`config.mk`:
```
export PLATFORM = sky130hd
export DESIGN_NAME = atm_account_arbiter
export DESIGN_NICKNAME = d
export VERILOG_FILES = /design/src/rtl/atm_account_arbiter.sv
export SDC_FILE = /design/constraint.sdc
export NUM_CORES = 1
export LEC_CHECK = 0
export BUFFER_PORTS_ARGS = -buffer_cell sky130_fd_sc_hd__buf_2
export CORE_ASPECT_RATIO = 0.6
export CORE_MARGIN = 2
export CORE_UTILIZATION = 54
export CTS_CLUSTER_DIAMETER = 50
export DETAILED_ROUTE_END_ITERATION = 8
export PLACE_DENSITY = 0.81
export SLEW_MARGIN = 0
export SYNTH_ARGS = -nofsm -noshare
export SYNTH_HDL_FRONTEND = slang
export SYNTH_SLANG_ARGS = --single-unit
```
`constraint.sdc`:
```
create_clock -name clk -period 3.7 [get_ports clk]
set_clock_uncertainty 0.2 [all_clocks]
set_input_delay 0.925 -clock clk [delete_from_list [all_inputs] [get_ports clk]]
set_output_delay 0.925 -clock clk [all_outputs]
set_load 0.1 [all_outputs]
```
`src/rtl/atm_account_arbiter.sv`:
```
// Two-terminal round-robin arbiter sequencing withdraw/deposit/query/exit against one balance.
// Optional ATM_TXN_LOG_EN adds saturating txn_count/err_count outputs.
module atm_account_arbiter #(
  parameter int unsigned      BAL_W    = 8,
  parameter int unsigned      AMT_W    = 6,
  parameter logic [BAL_W-1:0] INIT_BAL = BAL_W'(100)
) (
  input  logic             clk,
  input  logic             rst,
  input  logic [1:0]       req,
  input  logic [1:0]       op0,
  input  logic [1:0]       op1,
  input  logic [AMT_W-1:0] amt0,
  input  logic [AMT_W-1:0] amt1,
  output logic [1:0]       grant,
  output logic [1:0]       ack,
  output logic [1:0]       status,
  output logic [BAL_W-1:0] rsp_balance,
  output logic [BAL_W-1:0] balance,
`ifdef ATM_TXN_LOG_EN
  output logic [15:0]      txn_count,
  output logic [7:0]       err_count,
`endif
  output logic             busy
);

  localparam logic [1:0] OpWithdraw = 2'b00;
  localparam logic [1:0] OpDeposit  = 2'b01;
  localparam logic [1:0] StatOk     = 2'b00;
  localparam logic [1:0] StatNsf    = 2'b01;
  localparam logic [1:0] StatOvf    = 2'b10;
  localparam int unsigned PadW      = BAL_W + 1 - AMT_W;

  typedef enum logic [1:0] {StIdle, StGrant, StExec, StResp} state_e;

  state_e state_q, state_d;

  logic [1:0]       grant_q, grant_d;
  logic [1:0]       ack_q, ack_d;
  logic [1:0]       status_q, status_d;
  logic [BAL_W-1:0] rsp_q, rsp_d;
  logic [BAL_W-1:0] bal_q, bal_d;
  logic             winner_q, winner_d;
  logic             last_q, last_d;
  logic [1:0]       op_q, op_d;
  logic [AMT_W-1:0] amt_q, amt_d;
  logic             win_sel;
  logic [BAL_W:0]   amt_ext, bal_ext, sum;

  // State register
  always_ff @(posedge clk or negedge rst) begin
    if (!rst) state_q <= StIdle;
    else      state_q <= state_d;
  end

  // Next-state logic
  always_comb begin
    state_d = state_q;
    unique case (state_q)
      StIdle:  if (|req) state_d = StGrant;
      StGrant: state_d = StExec;
      StExec:  state_d = StResp;
      StResp:  state_d = StIdle;
      default: state_d = StIdle;
    endcase
  end

  // On a tie the terminal that was not served last wins.
  always_comb begin
    unique case (req)
      2'b10:   win_sel = 1'b1;
      2'b11:   win_sel = ~last_q;
      default: win_sel = 1'b0;
    endcase
  end

  assign amt_ext = {{PadW{1'b0}}, amt_q};
  assign bal_ext = {1'b0, bal_q};
  assign sum     = bal_ext + amt_ext;

  // Output / datapath next-state logic
  always_comb begin
    grant_d  = grant_q;
    ack_d    = '0;
    status_d = '0;
    rsp_d    = '0;
    bal_d    = bal_q;
    winner_d = winner_q;
    last_d   = last_q;
    op_d     = op_q;
    amt_d    = amt_q;
    unique case (state_q)
      StIdle: begin
        grant_d = '0;
        if (|req) begin
          winner_d = win_sel;
          grant_d  = win_sel ? 2'b10 : 2'b01;
        end
      end
      StGrant: begin
        op_d  = winner_q ? op1 : op0;
        amt_d = winner_q ? amt1 : amt0;
      end
      StExec: begin
        ack_d  = grant_q;
        last_d = winner_q;
        unique case (op_q)
          OpWithdraw: begin
            if (amt_ext > bal_ext) status_d = StatNsf;
            else                   bal_d    = bal_q - amt_ext[BAL_W-1:0];
          end
          OpDeposit: begin
            if (sum[BAL_W]) status_d = StatOvf;
            else            bal_d    = sum[BAL_W-1:0];
          end
          default: status_d = StatOk;
        endcase
        rsp_d = bal_d;
      end
      StResp: grant_d = '0;
      default: grant_d = '0;
    endcase
  end

  always_ff @(posedge clk or negedge rst) begin
    if (!rst) begin
      grant_q  <= '0;
      ack_q    <= '0;
      status_q <= '0;
      rsp_q    <= '0;
      bal_q    <= INIT_BAL;
      winner_q <= 1'b0;
      last_q   <= 1'b1;
      op_q     <= '0;
      amt_q    <= '0;
    end else begin
      grant_q  <= grant_d;
      ack_q    <= ack_d;
      status_q <= status_d;
      rsp_q    <= rsp_d;
      bal_q    <= bal_d;
      winner_q <= winner_d;
      last_q   <= last_d;
      op_q     <= op_d;
      amt_q    <= amt_d;
    end
  end

`ifdef ATM_TXN_LOG_EN
  logic [15:0] txn_q;
  logic [7:0]  err_q;

  // One update per transaction, while the response is presented.
  always_ff @(posedge clk or negedge rst) begin
    if (!rst) begin
      txn_q <= '0;
      err_q <= '0;
    end else if (state_q == StResp) begin
      if (status_q != StatOk) begin
        if (err_q != 8'hFF) err_q <= err_q + 8'd1;
      end else if (!op_q[1]) begin
        if (txn_q != 16'hFFFF) txn_q <= txn_q + 16'd1;
      end
    end
  end

  assign txn_count = txn_q;
  assign err_count = err_q;
`endif

  assign grant       = grant_q;
  assign ack         = ack_q;
  assign status      = status_q;
  assign rsp_balance = rsp_q;
  assign balance     = bal_q;
  assign busy        = (state_q != StIdle);

endmodule

```
Yosys cells after proc, flatten, opt, wreduce, memory -nomap -nowiden
Index checks and enable logic that the tools add are counted.
{ "word_totals": {"word_cells": 44, "regBits": 34, "out_inout_bits": 23} }
{ "classes": {"eq_ne": 7, "order_cmp": 1, "n_reduce_logical": 6, "addsub": 2, "bitwise": 1, "n_mux": 17} }
{ "op_table": {"columns": ["op", "count"], "rows": [
  ["2-to-1 mux 8 bit", 3],
  ["one-hot mux 8 bit (2 select lines)", 1],
  ["2-to-1 mux 2 bit", 7],
  ["adder 8 x 6 -> 9 bit", 1],
  ["equality test 2 bit, second input constant", 4],
  ["greater-than comparator 6 x 8 -> 1 bit", 1],
  ["one-hot mux 2 bit (2 select lines)", 2],
  ["one-hot mux 2 bit (4 select lines)", 1],
  ["subtractor 8 x 6 -> 8 bit", 1],
  ["2-to-1 mux 6 bit", 1],
  ["equality test 2 x 1 -> 1 bit, second input constant", 2],
  ["zero test 2 bit", 2],
  ["nonzero test 2 bit", 2],
  ["inequality test 2 bit, second input constant", 1],
  ["one-hot mux 1 bit (2 select lines)", 1],
  ["AND reduction 2 bit", 1],
  ["OR reduction 2 bit", 1],
  ["2-to-1 mux 1 bit", 1],
  ["NOT 1 bit", 1]
]} }

Depth between registers and ports, before layout
{ "logic_depth": {"word_depth": 5, "ltp_mapped": 10, "ltp_nobuf": 9} }

Worst setup path after synthesis
OpenSTA, ideal clock, no wires.
{ "synth_path": {"path_kind": "register to register", "startpoint": "register bal_q[0], in the netlist balance[0]", "endpoint": "register rsp_q[2], in the netlist rsp_balance[2]", "path_stages_with_launch": 11, "setup_slack_ns": 0.303, "setup_time_ns": 0.082, "period_less_slack_ns": 3.397, "arrival_ns": 3.115, "t_required_ns": 3.418, "path_cell_list": "dfrtp_1 > inv_1 > ha_1 > fa_1 > nor2b_4 > o2111ai_1 > and3_1 > buf_6 > or4_1 > a21o_1 > a31oi_1"} }
{ "synth_via": {"elab_chain_len": 4, "elab_cells_between_ends": 7, "cone_classes": "2 x add/sub; 1 x order compare; 4 x mux"} }
{ "synth_rtl": {"columns": ["element", "line", "text"], "rows": [
  ["start: declaration", "42", "logic [BAL_W-1:0] bal_q, bal_d;"],
  ["start signal: assignment", "141", "bal_q <= bal_d;"],
  ["adder 8 x 6 -> 9 bit, or another cell as far along", "79", "assign sum = bal_ext + amt_ext;"],
  ["2-to-1 mux 8 bit (on tied branches)", "113, 109", null],
  ["one-hot mux 8 bit (2 select lines) *", "107", "unique case (op_q)"],
  ["2-to-1 mux 8 bit *", "92", "unique case (state_q)"],
  ["via rsp_d[2]", "41", "logic [BAL_W-1:0] rsp_q, rsp_d;"],
  ["end signal: assignment", "140", "rsp_q <= rsp_d;"],
  ["end: declaration", "41", null]
]} }
Mark *: on every way through the listed nets, which the timed path passes. The rest lies on a longest branch.
A chain may end at the register's enable or synchronous reset.

Worst setup path in the final report
Ends and elaborated chain as after synthesis.

==> impl_results.md <==
* Setup WS pre-CTS at 0.768 ns
* Leading area contributor after synthesis: dfrtp_1
* Syn Inst Count at 256
* Post-route core utilization at 0.638
* Avg Cell Area, Syn at 9.10 sq um
* Pin count of the biggest net entering global routing at 35
* Fillcell total at 325
* Slew at the pin closest to its max-slew limit at 0.745 ns
* RSZ-0062 raised after global routing: false
* Max-cap viol count at 0
* Distinct cells, synth at 52
* Setup ws final at 0.658 ns
* CTS resizes at 0
* Dominant cells by area after synthesis: dfrtp_1 (32%), ha_1 (9.1%), dfstp_2 (4.5%)
* First-pass GRT wire length at 8.75 mm
* Reg2Reg Setup Slack at 0.66 ns
* Ant. Diodes at 0
* Synth-to-Final Area Change at 12.8%
* Die Y at 54.9 um
* Synthesis-stage register bit count at 34
* CTS tree: yes
* Placed cell area at 2530 sq um
* FFs w/ async S/R, synth at 1.00
* Nets@finish at 330
* FMAX at 329 MHz
* Post-CTS Setup Repair Bufs at 0
* Worst-path clk slew at 0.08 ns
* Number of I/O pins at 43
* Clk Latency, worst-skew pair at 0.30 ns
* Die span in x at 88.8 um
* Synth Area in Adders at 0.109
* Hold Fails Final Rpt at 0
* XOR/XNOR share of the synthesized area at 0.0226
* GRT Residual Overflow at 0
* Top_reg_cell synth: dfrtp_1
* Die area at 4870 sq um
* Remaining DRCs at 0
* FF/Latch Area at 856 sq um
* Critical path launch point type: flip-flop
* Top cell type's share of synthesized area at 0.322
* Slew margin rel. at 0.503
* Mux contribution to synthesized area at 0.0435
* H-Tree Depth at 2
* Reg2reg end: rsp_balance[2]
* Pins over their slew limit at 0
* FF-to-FF Start: balance[0]
* Clk root buf: clkbuf_8
* Via Count at 2057
* CP Class: flip-flop to flip-flop
* DR WL/cell at 15.8 um
* Net Count, Synth at 295
* Iter 0 DRT Violations at 211
* Post-route design area at 2630 sq um
* HPWL Detailed at 4.06 mm
* Synth Area in Simple Gates at 0.156
* Setup crit end kind: flip-flop
* Commonest non-fill, non-tap cell in the layout: buf_2
* TritonRoute pass-1 iters at 4
* Fin crit period at 3.04 ns
* Final Routed Wirelength at 5.55 mm
* Buffers on Ports at 42
* Hold buffer count at cts at 0
* Starting density of the core at 0.565
* Worst Path Arrival at 3.05 ns
* Period utilisation layout at 0.822
* Clk sink count at 34
* Synth Warn # at 0
* Min-delay worst type: flip-flop to flip-flop
* Compound-cell area share of the yosys netlist at 0.236
* Mapped Area at 2330 sq um
* CTS buffer count at 5
* Core ar. at 4120 sq um
* Crit Path Max Fanout at 8
* EDFF count, synth at 0
* Status: complete, no violations
* Setup TNS at 0 ns
* Vias per cell at 5.84
* Sequential fraction of the synthesis area at 0.368
* Initial antenna violation count at 0
* # setup viols final at 0
* Hold path start: grant[0]
* RePlAce Congestion at 0.916
* Worst r2r path cells at 9
* Share of layout cells above drive strength 1 at 0.216
* Number of global-route vias before repair at 1692
* Worst setup endpoint: rsp_balance[2]
* Area taken by multi-input logic gates at 1320 sq um
* Antenna viol nets, final at 0
* Placement Rows at 18
* Crit path from: balance[0]
* Most frequent cells in the layout: buf_2 (42), dfrtp_1 (30), nor2_1 (22)
* Largest family of logic cells by synthesized area: compound AO/OA/AOI/OAI gates
* CP required at 3.71 ns
* Deepest clock path buffer count at 2
* GRT Overall Usage at 0.246
-- per-stage QoR --
stage	hold WS [ns]	cells
4_1_cts	0.308	352
5_1_grt	0.345	352
2_1_floorplan	0.322	256
6_report	0.300	352
3_3_place_gp	0.289	344
3_5_place_dp	0.290	344
-- metal layers --
metal	vias up	track usage	routed length, um
met2	125	0.312	2170
met4	0	0.0606	46
met3	7	0.0649	658
li1	987	-	-
met5	-	0	0
met1	938	0.396	2680
-- how the worst min path moves through the flow --
stage / end / slack [ns] / cells after the start
after floorplan: amt_q[2] / 0.32 / 2
after global placement: grant[0] / 0.29 / 2
after detailed placement: grant[0] / 0.29 / 2
after CTS: grant[0] / 0.31 / 2
after global routing: grant[0] / 0.35 / 2
final: grant[0] / 0.30 / 2
-- logic make-up (layout without fill, tap and decap cells) --
group                    Yosys count  in the layout
adder cells (fa/ha/maj)           19             19
buffers and inverters             32             68
XOR/XNOR                           6              6
AO/OA/AOI/OAI                     80             80
AND/OR/NAND/NOR                   75             75
multiplexers                      10             10
flip-flops                        34             34
-- synth_stat cells, types with 6 or more instances --
cell	instances
a31oi_1	7
mux2i_1	9
a21o_1	6
ha_1	17
nand2_1	21
inv_1	17
clkbuf_1	8
nor3_1	7
nor2_1	22
dfrtp_1	30
o21ai_0	16
a21oi_1	17
-- worst max-delay path, stage by stage (launching register included) --
cell and delay (ns):
dfrtp_1 0.42, inv_1 0.11, ha_1 0.23, fa_1 0.42, nor2b_4 0.16, o2111ai_1 0.17, and3_1 0.32, or4_1 0.51
a21o_1 0.22, a31oi_1 0.20
-- area by class of cell --
type                            count  share of cell area
Timing Repair Buffer               43              0.0829
Multi-Input combinational cell    190               0.502
Tap cell                           60              0.0286
Inverter                           17              0.0243
Clock inverter                      2             0.00476
Sequential cell                    34               0.326
Clock buffer                        6              0.0314
-- state kept, by name, summed over array words and instances (netlist names) --
signal	flops
balance	8
rsp_balance	8
amt_q	6
ack	2
grant	2
op_q	2
state_q	2
status	2
last_q	1
winner_q	1
Power is not shown: default switching activity piles up to over one toggle a cycle in this logic, so the estimate is an artifact.
